File: src/rtl/com_intc_pkg.sv
// Shared definitions for the COM-bus interrupt controller: register offsets,
// controller states and the flag-byte layout presented to the core.
package intc_pkg;

  localparam logic [7:0] INTC_PEND = 8'd0;
  localparam logic [7:0] INTC_MASK = 8'd1;
  localparam logic [7:0] INTC_EOI  = 8'd2;
  localparam logic [7:0] INTC_SWI  = 8'd3;
  localparam logic [7:0] INTC_STAT = 8'd4;
  localparam int         INTC_NREGS = 5;

  localparam int INTC_FLAG_VALID_BIT = 7;
  localparam int INTC_STAT_INSVC_BIT = 7;
  localparam int INTC_STAT_IRQ_BIT   = 6;

  typedef enum logic [1:0] {
    INTC_IDLE,
    INTC_FIRE,
    INTC_SERVICE
  } intc_state_t;

  // Byte the datapath latches as its interrupt flag during the pulse.
  function automatic logic [7:0] intc_flag(input logic [2:0] id);
    logic [7:0] f;
    f = '0;
    f[INTC_FLAG_VALID_BIT] = 1'b1;
    f[2:0] = id;
    return f;
  endfunction

endpackage

File: src/rtl/com_intc_if.sv
// COM port plus interrupt lines between the risc8 core side and the
// interrupt controller.
interface com_intc_if #(
  parameter int NSRC = 8
);
  logic [7:0]      com_addr;
  logic [7:0]      com_wr;
  logic            com_we;
  logic [7:0]      com_rd;
  logic [NSRC-1:0] irq_in;
  logic            interrupt;

  modport master (output com_addr, com_wr, com_we, irq_in,
                  input  com_rd, interrupt);
  modport slave  (input  com_addr, com_wr, com_we, irq_in,
                  output com_rd, interrupt);
endinterface

File: src/rtl/com_intc_prio_enc.sv
// Combinational priority encoder: the lowest set request index wins.
module intc_prio_enc #(
  parameter int NSRC = 8
) (
  input  logic [NSRC-1:0] req,
  output logic            valid,
  output logic [2:0]      id
);

  always_comb begin
    // NOTE: defaults first so no path leaves an output unassigned (no latch).
    valid = 1'b0;
    id    = '0;
    for (int i = NSRC - 1; i >= 0; i--) begin
      if (req[i]) begin
        valid = 1'b1;
        id    = 3'(i);
      end
    end
  end

endmodule

File: src/rtl/com_intc.sv
// COM-bus interrupt controller for risc8: edge-detects up to eight sources,
// masks/prioritises them and fires a one-cycle pulse, then waits for EOI.
// Define COM_INTC_SYNC_EN to add a 2-flop synchroniser on every irq_in bit.
module com_intc
  import intc_pkg::*;
#(
  parameter logic [7:0] BASE_ADDR = 8'hF0,
  parameter int         NSRC      = 8
) (
  input  logic      clk,
  input  logic      rst,
  com_intc_if.slave bus
);

  intc_state_t     state_q, state_d;
  logic [2:0]      id_q, id_d;
  logic            interrupt_q, interrupt_d;
  logic [NSRC-1:0] pend_q, pend_d;
  logic [NSRC-1:0] mask_q, mask_d;
  logic [NSRC-1:0] irq_prev_q, irq_prev_d;
  logic [NSRC-1:0] irq_s, edge_det, w1c, swi_set, fire_clr;
  logic [7:0]      off, rd_data;
  logic            hit, wr_pend, wr_mask, wr_eoi, wr_swi;
  logic            grant_valid;
  logic [2:0]      grant_id;

`ifdef COM_INTC_SYNC_EN
  logic [NSRC-1:0] sync1_q, sync2_q;
  always_ff @(posedge clk) begin
    if (rst) begin
      sync1_q <= '0;
      sync2_q <= '0;
    end else begin
      sync1_q <= bus.irq_in;
      sync2_q <= sync1_q;
    end
  end
  assign irq_s = sync2_q;
`else
  assign irq_s = bus.irq_in;
`endif

  // Address 0 is bus idle; the modulo offset test also covers windows near 8'hFF.
  assign off     = bus.com_addr - BASE_ADDR;
  assign hit     = (bus.com_addr != 8'h00) && (off < 8'(INTC_NREGS));
  assign wr_pend = bus.com_we && hit && (off == INTC_PEND);
  assign wr_mask = bus.com_we && hit && (off == INTC_MASK);
  assign wr_eoi  = bus.com_we && hit && (off == INTC_EOI);
  assign wr_swi  = bus.com_we && hit && (off == INTC_SWI);

  assign edge_det = irq_s & ~irq_prev_q;
  assign w1c      = wr_pend ? bus.com_wr[NSRC-1:0] : '0;
  assign swi_set  = wr_swi  ? bus.com_wr[NSRC-1:0] : '0;

  intc_prio_enc #(.NSRC(NSRC)) u_prio (
    .req   (pend_q & mask_q),
    .valid (grant_valid),
    .id    (grant_id)
  );

  always_comb begin
    state_d    = state_q;
    id_d       = id_q;
    mask_d     = wr_mask ? bus.com_wr[NSRC-1:0] : mask_q;
    irq_prev_d = irq_s;
    fire_clr   = '0;
    unique case (state_q)
      INTC_IDLE: begin
        if (grant_valid) begin
          state_d  = INTC_FIRE;
          id_d     = grant_id;
          fire_clr = NSRC'(1) << grant_id;
        end
      end
      INTC_FIRE:    state_d = INTC_SERVICE;
      INTC_SERVICE: if (wr_eoi) state_d = INTC_IDLE;
      default:      state_d = INTC_IDLE;
    endcase
    // Sets are applied last so an edge or SWI always beats a clear.
    pend_d      = (pend_q & ~w1c & ~fire_clr) | edge_det | swi_set;
    interrupt_d = (state_d == INTC_FIRE);
  end

  always_ff @(posedge clk) begin
    // NOTE: non-blocking so every flop samples pre-edge values; reset is synchronous.
    if (rst) begin
      state_q     <= INTC_IDLE;
      id_q        <= '0;
      interrupt_q <= 1'b0;
      pend_q      <= '0;
      mask_q      <= '0;
      irq_prev_q  <= '0;
    end else begin
      state_q     <= state_d;
      id_q        <= id_d;
      interrupt_q <= interrupt_d;
      pend_q      <= pend_d;
      mask_q      <= mask_d;
      irq_prev_q  <= irq_prev_d;
    end
  end

  always_comb begin
    rd_data = '0;
    if (state_q == INTC_FIRE) begin
      rd_data = intc_flag(id_q);
    end else if (hit) begin
      case (off)
        INTC_PEND: rd_data = 8'(pend_q);
        INTC_MASK: rd_data = 8'(mask_q);
        INTC_STAT: begin
          rd_data[INTC_STAT_INSVC_BIT] = (state_q == INTC_SERVICE);
          rd_data[INTC_STAT_IRQ_BIT]   = interrupt_q;
          rd_data[2:0]                 = id_q;
        end
        default:   rd_data = '0;
      endcase
    end
  end

  assign bus.com_rd    = rd_data;
  assign bus.interrupt = interrupt_q;

endmodule

File: src/flat_wrapper.sv
// flat-port wrapper written by rule: the top's interface ports become plain ports
module com_intc_flat import intc_pkg::*;
#(
  parameter logic [7:0] BASE_ADDR = 8'hF0,
  parameter int         NSRC      = 8
)
  (clk, rst, bus_com_addr, bus_com_wr, bus_com_we, bus_irq_in, bus_com_rd, bus_interrupt);
  com_intc_if #(.NSRC(NSRC)) bus_i ();
  input  logic clk;
  input  logic rst;
  input wire logic [$bits(bus_i.com_addr)-1:0] bus_com_addr;
  input wire logic [$bits(bus_i.com_wr)-1:0] bus_com_wr;
  input wire logic [$bits(bus_i.com_we)-1:0] bus_com_we;
  input wire logic [$bits(bus_i.irq_in)-1:0] bus_irq_in;
  output wire logic [$bits(bus_i.com_rd)-1:0] bus_com_rd;
  output wire logic [$bits(bus_i.interrupt)-1:0] bus_interrupt;
  assign bus_i.com_addr = bus_com_addr;
  assign bus_i.com_wr = bus_com_wr;
  assign bus_i.com_we = bus_com_we;
  assign bus_i.irq_in = bus_irq_in;
  assign bus_com_rd = bus_i.com_rd;
  assign bus_interrupt = bus_i.interrupt;
  com_intc #(.BASE_ADDR(BASE_ADDR), .NSRC(NSRC)) u_core (.clk(clk), .rst(rst), .bus(bus_i));
endmodule
File: config.mk
export PLATFORM = sky130hd
export DESIGN_NAME = com_intc_flat
export DESIGN_NICKNAME = d
export VERILOG_FILES = /design/src/rtl/com_intc_pkg.sv /design/src/rtl/com_intc_if.sv /design/src/rtl/com_intc_prio_enc.sv /design/src/rtl/com_intc.sv /design/src/flat_wrapper.sv
export SDC_FILE = /design/constraint.sdc
export NUM_CORES = 1
export LEC_CHECK = 0
export CORE_ASPECT_RATIO = 1.2
export CORE_MARGIN = 5
export CORE_UTILIZATION = 30
export CTS_BUF_LIST = sky130_fd_sc_hd__clkbuf_2
export CTS_CLUSTER_DIAMETER = 120
export DETAILED_ROUTE_END_ITERATION = 16
export GPL_ROUTABILITY_DRIVEN = 0
export SYNTH_ARGS = -nofsm -noshare
export SYNTH_HDL_FRONTEND = slang
export SYNTH_SLANG_ARGS = --single-unit
File: constraint.sdc
create_clock -name clk -period 1.33 [get_ports clk]
set_clock_uncertainty 0.05 [all_clocks]
set_input_delay 0.133 -clock clk [delete_from_list [all_inputs] [get_ports clk]]
set_output_delay 0.133 -clock clk [all_outputs]
set_load 0.05 [all_outputs]
==> impl_metrics.tcl <==
set metrics [dict create \
    outcome "finished with violations" \
    violations "setup timing" \
    relSlewSlack_pct 73.41 \
    p_int_uw 1207 \
    synthAdderAreaFrac_pct 0 \
    final_cells 321 \
    finalHoldViolCount 0 \
    ys_top_cells_by_count "30 x dfxtp_1, 24 x nand2_1, 22 x nor2_1, 18 x a21oi_1, 18 x nor2b_1" \
    synthMuxAreaShare_pct 5.830 \
    yosys.area.top_type "dfxtp_1" \
    powerDensity_nw_per_um2 652.4 \
    setup_slack_ns -0.4655 \
    io-pin-count 36 \
    synth_top_family_by_area "simple AND/OR/NAND/NOR gates" \
    hpwl_mm 3.456 \
    cts_sinks 30 \
    die_y_um 88.62 \
    crit_arrival_ns 1.61 \
    tns_ns -3.687 \
    max_freq_ghz 0.5569 \
    postSynth.asyncResetShare_pct 0 \
    synth_top_area_share_pct 38.87 \
    clockBufferDepth 2 \
    power.switching_uw 451.4 \
    yosys.cell_types.count 36 \
    worstSetupStartpointType "register" \
    pwr-share-seq_pct 57.4 \
    drive_above_1_share_pct 35.63 \
    drtIter0Drc 99 \
    crit_fanout 3 \
    min_period_ns 1.796 \
    grt_antenna_before_repair 0 \
    fillers 474 \
    worstMarginPinSlew_ns 0.3989 \
    seq_area_frac_synth_pct 38.87 \
    clk_pin_slew_worst_paths_ns 0.16 \
    synth_enable_flop_cells 0 \
    finalPower_uw 1659 \
    rows 28 \
    p_leak_uw 0.0009543 \
    tritoncts "yes" \
    htree_num_levels 2 \
    grt_usage_pct 14.09 \
    grt_pass1_wl_mm 7.251 \
    yosys.area_share.simple_pct 31.01 \
    peakVddDrop_v 0.0004484 \
    clock_latency_ns 0.36 \
    die_width_um 75.52 \
    endpoint_kind "output port" \
    synth_xor_area_share_pct 0 \
    route.detailed.wl_per_inst_um 13.60 \
    fin_crit_sh_pct 135.0 \
    dieArea_um2 6692 \
    yosys.cell_count.top_type "dfxtp_1" \
    core_area_um2 4975 \
    grt_pass1_vias 1570 \
    hp-class "input port to register" \
    port_buffers 35 \
    finalSetupViolations 13 \
    syn_to_final_growth_pct 64.53 \
    syn_area_per_cell_um2 8.308 \
    slowest_delay_ns 0.39 \
    final_antenna_net_count 0 \
    grt_max_degree 17 \
    vias 1657 \
    synthTopCellsByArea "dfxtp_1 39%, nor2b_1 7.3%, a21oi_1 5.8%" \
    dpl_cell_area_um2 2440 \
    synthFlopType "dfxtp_1" \
    start_util_pct 31.06 \
    place_ws_ns -0.5886 \
    synth-compound-area-share_pct 22.35 \
    path_cells "nor2b_4 -> buf_4 -> a31o_2 -> nand2_1 -> o21ai_4 -> buf_12" \
    drt-pass1-iter-count 4 \
    p_sw_share_pct 27.21 \
    nets 287 \
    cts-root-buf "clkbuf_2" \
    antenna_cells 0 \
    finalMaxSlewViolations 0 \
    synthesis.nets 213 \
    place_inst 311 \
    critPathSlowestCell "dfxtp_4" \
    via_per_inst 5.162 \
    final_area_um2 2542 \
    drcViolationCount 0 \
    maxCapViolations 0 \
    power_frac_comb_pct 15.7 \
    synth_seq_cells 30 \
    yosysWarnings 0 \
    required_ns 1.15 \
    p_clk_share_pct 26.9 \
    wl_mm 4.364 \
    synthCells 186 \
    globalRoute.totalOverflow 0 \
    rsz0062_at_grt "yes" \
    path_class "register to output port" \
    syn_area_um2 1545 \
    numCtsBuffers 5 \
]
## per-layer routing
metal / GRT usage [%] / vias up / routed length, um / part of all wire, %
li1: - / 821 / - / -
met4: 6.836 / 0 / 70 / 1.6
met5: 0 / - / 0 / 0
met2: 23.02 / 32 / 2177 / 50
met3: 2.045 / 6 / 170 / 3.9
met1: 17.94 / 798 / 1946 / 45
## metrics by stage
step                      hold WS [ns]  utilization, %
after floorplan                 0.2112               -
after global placement          0.3986           49.04
after detailed placement        0.4098           49.04
after CTS                       0.2428           50.53
after global routing            0.2143           51.11
final                           0.2266           51.11
## power by group through the flow
stage	combinational [uW]	sequential [uW]	clock, uW
finish	260	953	446
global route	283	957	505
CTS	262	954	466
detailed placement	261	975	0
global placement	258	974	0
floorplan	102	973	0
## final cells by class
cell class | instances | area [um^2] | area share [%]
Clock buffer | 6 | 30.03 | 1.181
Clock inverter | 2 | 8.758 | 0.3445
Inverter | 1 | 3.754 | 0.1476
Multi-Input combinational cell | 150 | 1070 | 42.08
Sequential cell | 30 | 613.1 | 24.11
Tap cell | 60 | 75.07 | 2.953
Timing Repair Buffer | 72 | 742.0 | 29.18
## path summary, 6_finish.rpt
path	cells past startpoint	slack [ns]	start	endpoint
hold reg to reg	2	0.42	u_core.id_q[0]	u_core.id_q[0]
hold / removal	4	0.23	bus_com_addr[4]	u_core.state_q[1]
setup reg to reg	5	-0.12	u_core.mask_q[5]	u_core.pend_q[7]
setup / recovery	6	-0.47	u_core.state_q[0]	bus_com_rd[0]
## worst max-delay path: cells and delay by family (launching register included)
kind / cells / cell delay, ns
compound gates: 2 / 0.31
buf+inv: 2 / 0.29
flops: 1 / 0.39
simple gates: 2 / 0.24
## sequential cells by signal, indices dropped and copies added (netlist names)
signal / flops
u_core.bus.interrupt: 1
u_core.mask_q: 8
u_core.state_q: 2
u_core.id_q: 3
u_core.irq_prev_q: 8
u_core.pend_q: 8
## cells in the final DEF (no fill, tap or decap), drive strengths merged, types with 2 or more instances in the layout
| cell type | synthesis | routed |
|---|---|---|
| nor2 | 23 | 23 |
| clkbuf | 4 | 6 |
| a22o | 3 | 3 |
| nand3 | 11 | 11 |
| clkdlybuf4s50 | 0 | 22 |
| mux2i | 9 | 9 |
| a22oi | 10 | 10 |
| o21ai | 5 | 5 |
| buf | 1 | 46 |
| nor2b | 18 | 18 |
| a21boi | 2 | 2 |
| a32o | 2 | 2 |
| a211oi | 3 | 3 |
| dlygate4sd2 | 0 | 3 |
| nand3b | 2 | 2 |
| nand2 | 25 | 25 |
| clkinv | 0 | 2 |
| nor3 | 4 | 4 |
| dfxtp | 30 | 30 |
| a21oi | 18 | 18 |
## logic make-up (layout without fill, tap and decap cells)
| family | count (synthesis) | after routing |
|---|---|---|
| mux | 9 | 9 |
| flops | 30 | 30 |
| compound gates | 52 | 52 |
| buf+inv | 6 | 81 |
| simple gates | 89 | 89 |
## timing repair
action,CTS,global route
pin swaps,10,8
setup endpoints to repair,26,21
hold buffers,0,0
gates resized for setup,17,6
buffers inserted,1,1
(Power assumes the default switching activity.)
==> edit (config.mk and constraints unchanged) <==
The 3 states of `intc_state_t` get a one-hot encoding in 3 bits.
--- a/src/rtl/com_intc_pkg.sv
+++ b/src/rtl/com_intc_pkg.sv
@@ -14,8 +14,8 @@
   localparam int INTC_STAT_IRQ_BIT   = 6;
 
-  typedef enum logic [1:0] {
-    INTC_IDLE,
-    INTC_FIRE,
-    INTC_SERVICE
+  typedef enum logic [2:0] {
+    INTC_IDLE    = 3'b001,
+    INTC_FIRE    = 3'b010,
+    INTC_SERVICE = 3'b100
   } intc_state_t;
 
Check against the original RTL: same outputs for any inputs over 4 cycles, from zero or initial values and one cycle with rst high; so few cycles prove little.
==> edit against the unedited design <==
The flow still finishes with violations (negative setup slack); maximum frequency decreased by 7.9%; sequential cell count increased by 1; hold slack improved by 0.028 ns; routed wire length increased by 4.5%; worst setup slack got worse by 0.15 ns; synthesized area increased by 3.4%; total power increased by 4.0%; final area increased by 6.9%; critical path type unchanged; highest routed layer unchanged.
==> edit: results (changes against the unedited design) <==
status=finished, violations left; failing checks=negative setup slack; Final setup viols=22 (+9); metal3 WL=167 um (-1.8%); met3 Use GR=3.30% (+1.3 points); Tot GR Track Use=14.0% (-0.069 points); fraction of layout cells with a size suffix above 1=33.8% (-1.8 points); Post-Route WL=4560 um (+4.5%); worst reg2reg setup slack=-0.33 ns (-0.21 ns); Post-DP Area=0.00260 mm2 (+6.5%); Yosys cell types=40 (+11%); Sum Neg Setup Slack=-6.85 ns (-3.16 ns); synth cell count leaders=dfxtp_1, nor2_1, nand2_1; synth warn=0 (unchanged); Clock Tree Root=clkbuf_2; Reg2Reg Launch Point=u_core.state_q[2]; Hold WS=0.254 ns (+0.0276 ns); pre-CTS setup slack=-0.848 ns (-0.259 ns); Max FO, Critical Path=6 (+3); First DRT Iteration DRCs=41 (-59%); cells on worst reg2reg path=5 (unchanged); # fillers=526 (+11%); met2 Use GR=25.4% (+2.4 points); delay-heaviest family, CP=simple AND/OR/NAND/NOR gates; post-synthesis sequential area ratio=38.8% (about the same); vias in the first global route=1732 (+10%); WL per Instance=13.5 um (-0.45%); Layout area overhead=70.1%; Vias/cell=5.02 (-2.7%); Hold EP=u_core.irq_prev_q[6]; top cells by area, synth=dfxtp_1, mux2i_1, nor2b_1; DRT met1 WL=1900 um (-2.6%); global-route wire length before repair=7970 um (+9.9%); Slowest cell on crit path=or3_4; max incr delay on CP=0.44 ns (+0.05 ns); Peak VDD IR=0.476 mV (+6.1%); Placed Cells=327 (+5.1%); post-DP HPWL=3520 um (+1.9%); pin count of the biggest net entering global routing=16 (-1); Regs by FF count=u_core.irq_prev_q x8, u_core.mask_q x8, u_core.pend_q x8; nets@finish=301 (+4.9%); met2 WL post-DR=2400 um (+10%); syn_nets=214 (+0.47%); Worst Max-Slew Pin Slew=0.312 ns (-0.0871 ns); syn_area_per_cell=8.54 um2 (+2.8%); Worst Path Arrival=1.77 ns (+0.16 ns); GRT met1 Usage=15.7% (-2.3 points); worst hold path cell count=3 (-1); setup ws final=-0.619 ns (-0.153 ns)
-- edit: cell types whose count changed in the layout (fill, tap and decap cells not counted), sizes merged, moves of 3 or more --
cell / before / now
a211oi: 3 / 0
a22oi: 10 / 3
buf: 46 / 59
clkdlybuf4s50: 22 / 18
dlygate4sd2: 3 / 7
inv: 1 / 8
mux2i: 9 / 16
nand2: 25 / 19
nand3: 11 / 8
nor2: 23 / 20
nor2b: 18 / 14
-- edit: cell families (layout without fill, tap and decap cells) --
| kind of cell | Yosys count | count (layout) | synth area share, % |
|---|---|---|---|
| AOI/OAI and AO/OA | 45 | 45 | 20.0 |
| buffers and inverters | 13 | 101 | 3.13 |
| DFF | 31 | 31 | 38.8 |
| muxes | 16 | 16 | 10.0 |
| and+or+nand+nor | 82 | 82 | 28.0 |
-- edit: timing repair --
action / 4_1_cts / 5_1_grt
resized for setup: 24 / 2
pin swaps: 9 / 4
setup buffers: 2 / 1
setup endpoints to repair: 31 / 30
-- edit: cell type report --
cell class | instances | share of cell area (%)
multi-input combinational | 143 | 39.9
timing repair buffer | 85 | 31.8
sequential | 31 | 23.0
tap | 62 | 2.85
clock buffer | 6 | 1.10
inverter | 8 | 1.10
clock inverter | 2 | 0.276
-- edit: how the worst max path moves through the flow --
stage | start | to | depth (start not counted)
after floorplan | bus_com_addr[6] | bus_com_rd[0] | 4
after global placement | bus_com_addr[6] | bus_com_rd[2] | 6
after detailed placement | bus_com_addr[6] | bus_com_rd[2] | 6
after CTS | u_core.state_q[2] | bus_com_rd[2] | 6
after global routing | u_core.state_q[2] | bus_com_rd[2] | 6
final | u_core.state_q[2] | bus_com_rd[2] | 6
-- edit: where the power goes --
part | internal [mW] | switching, mW
clock network | 0.127 | 0.317
registers | 0.964 | 0.0209
logic | 0.170 | 0.126
total | 1.26 | 0.464
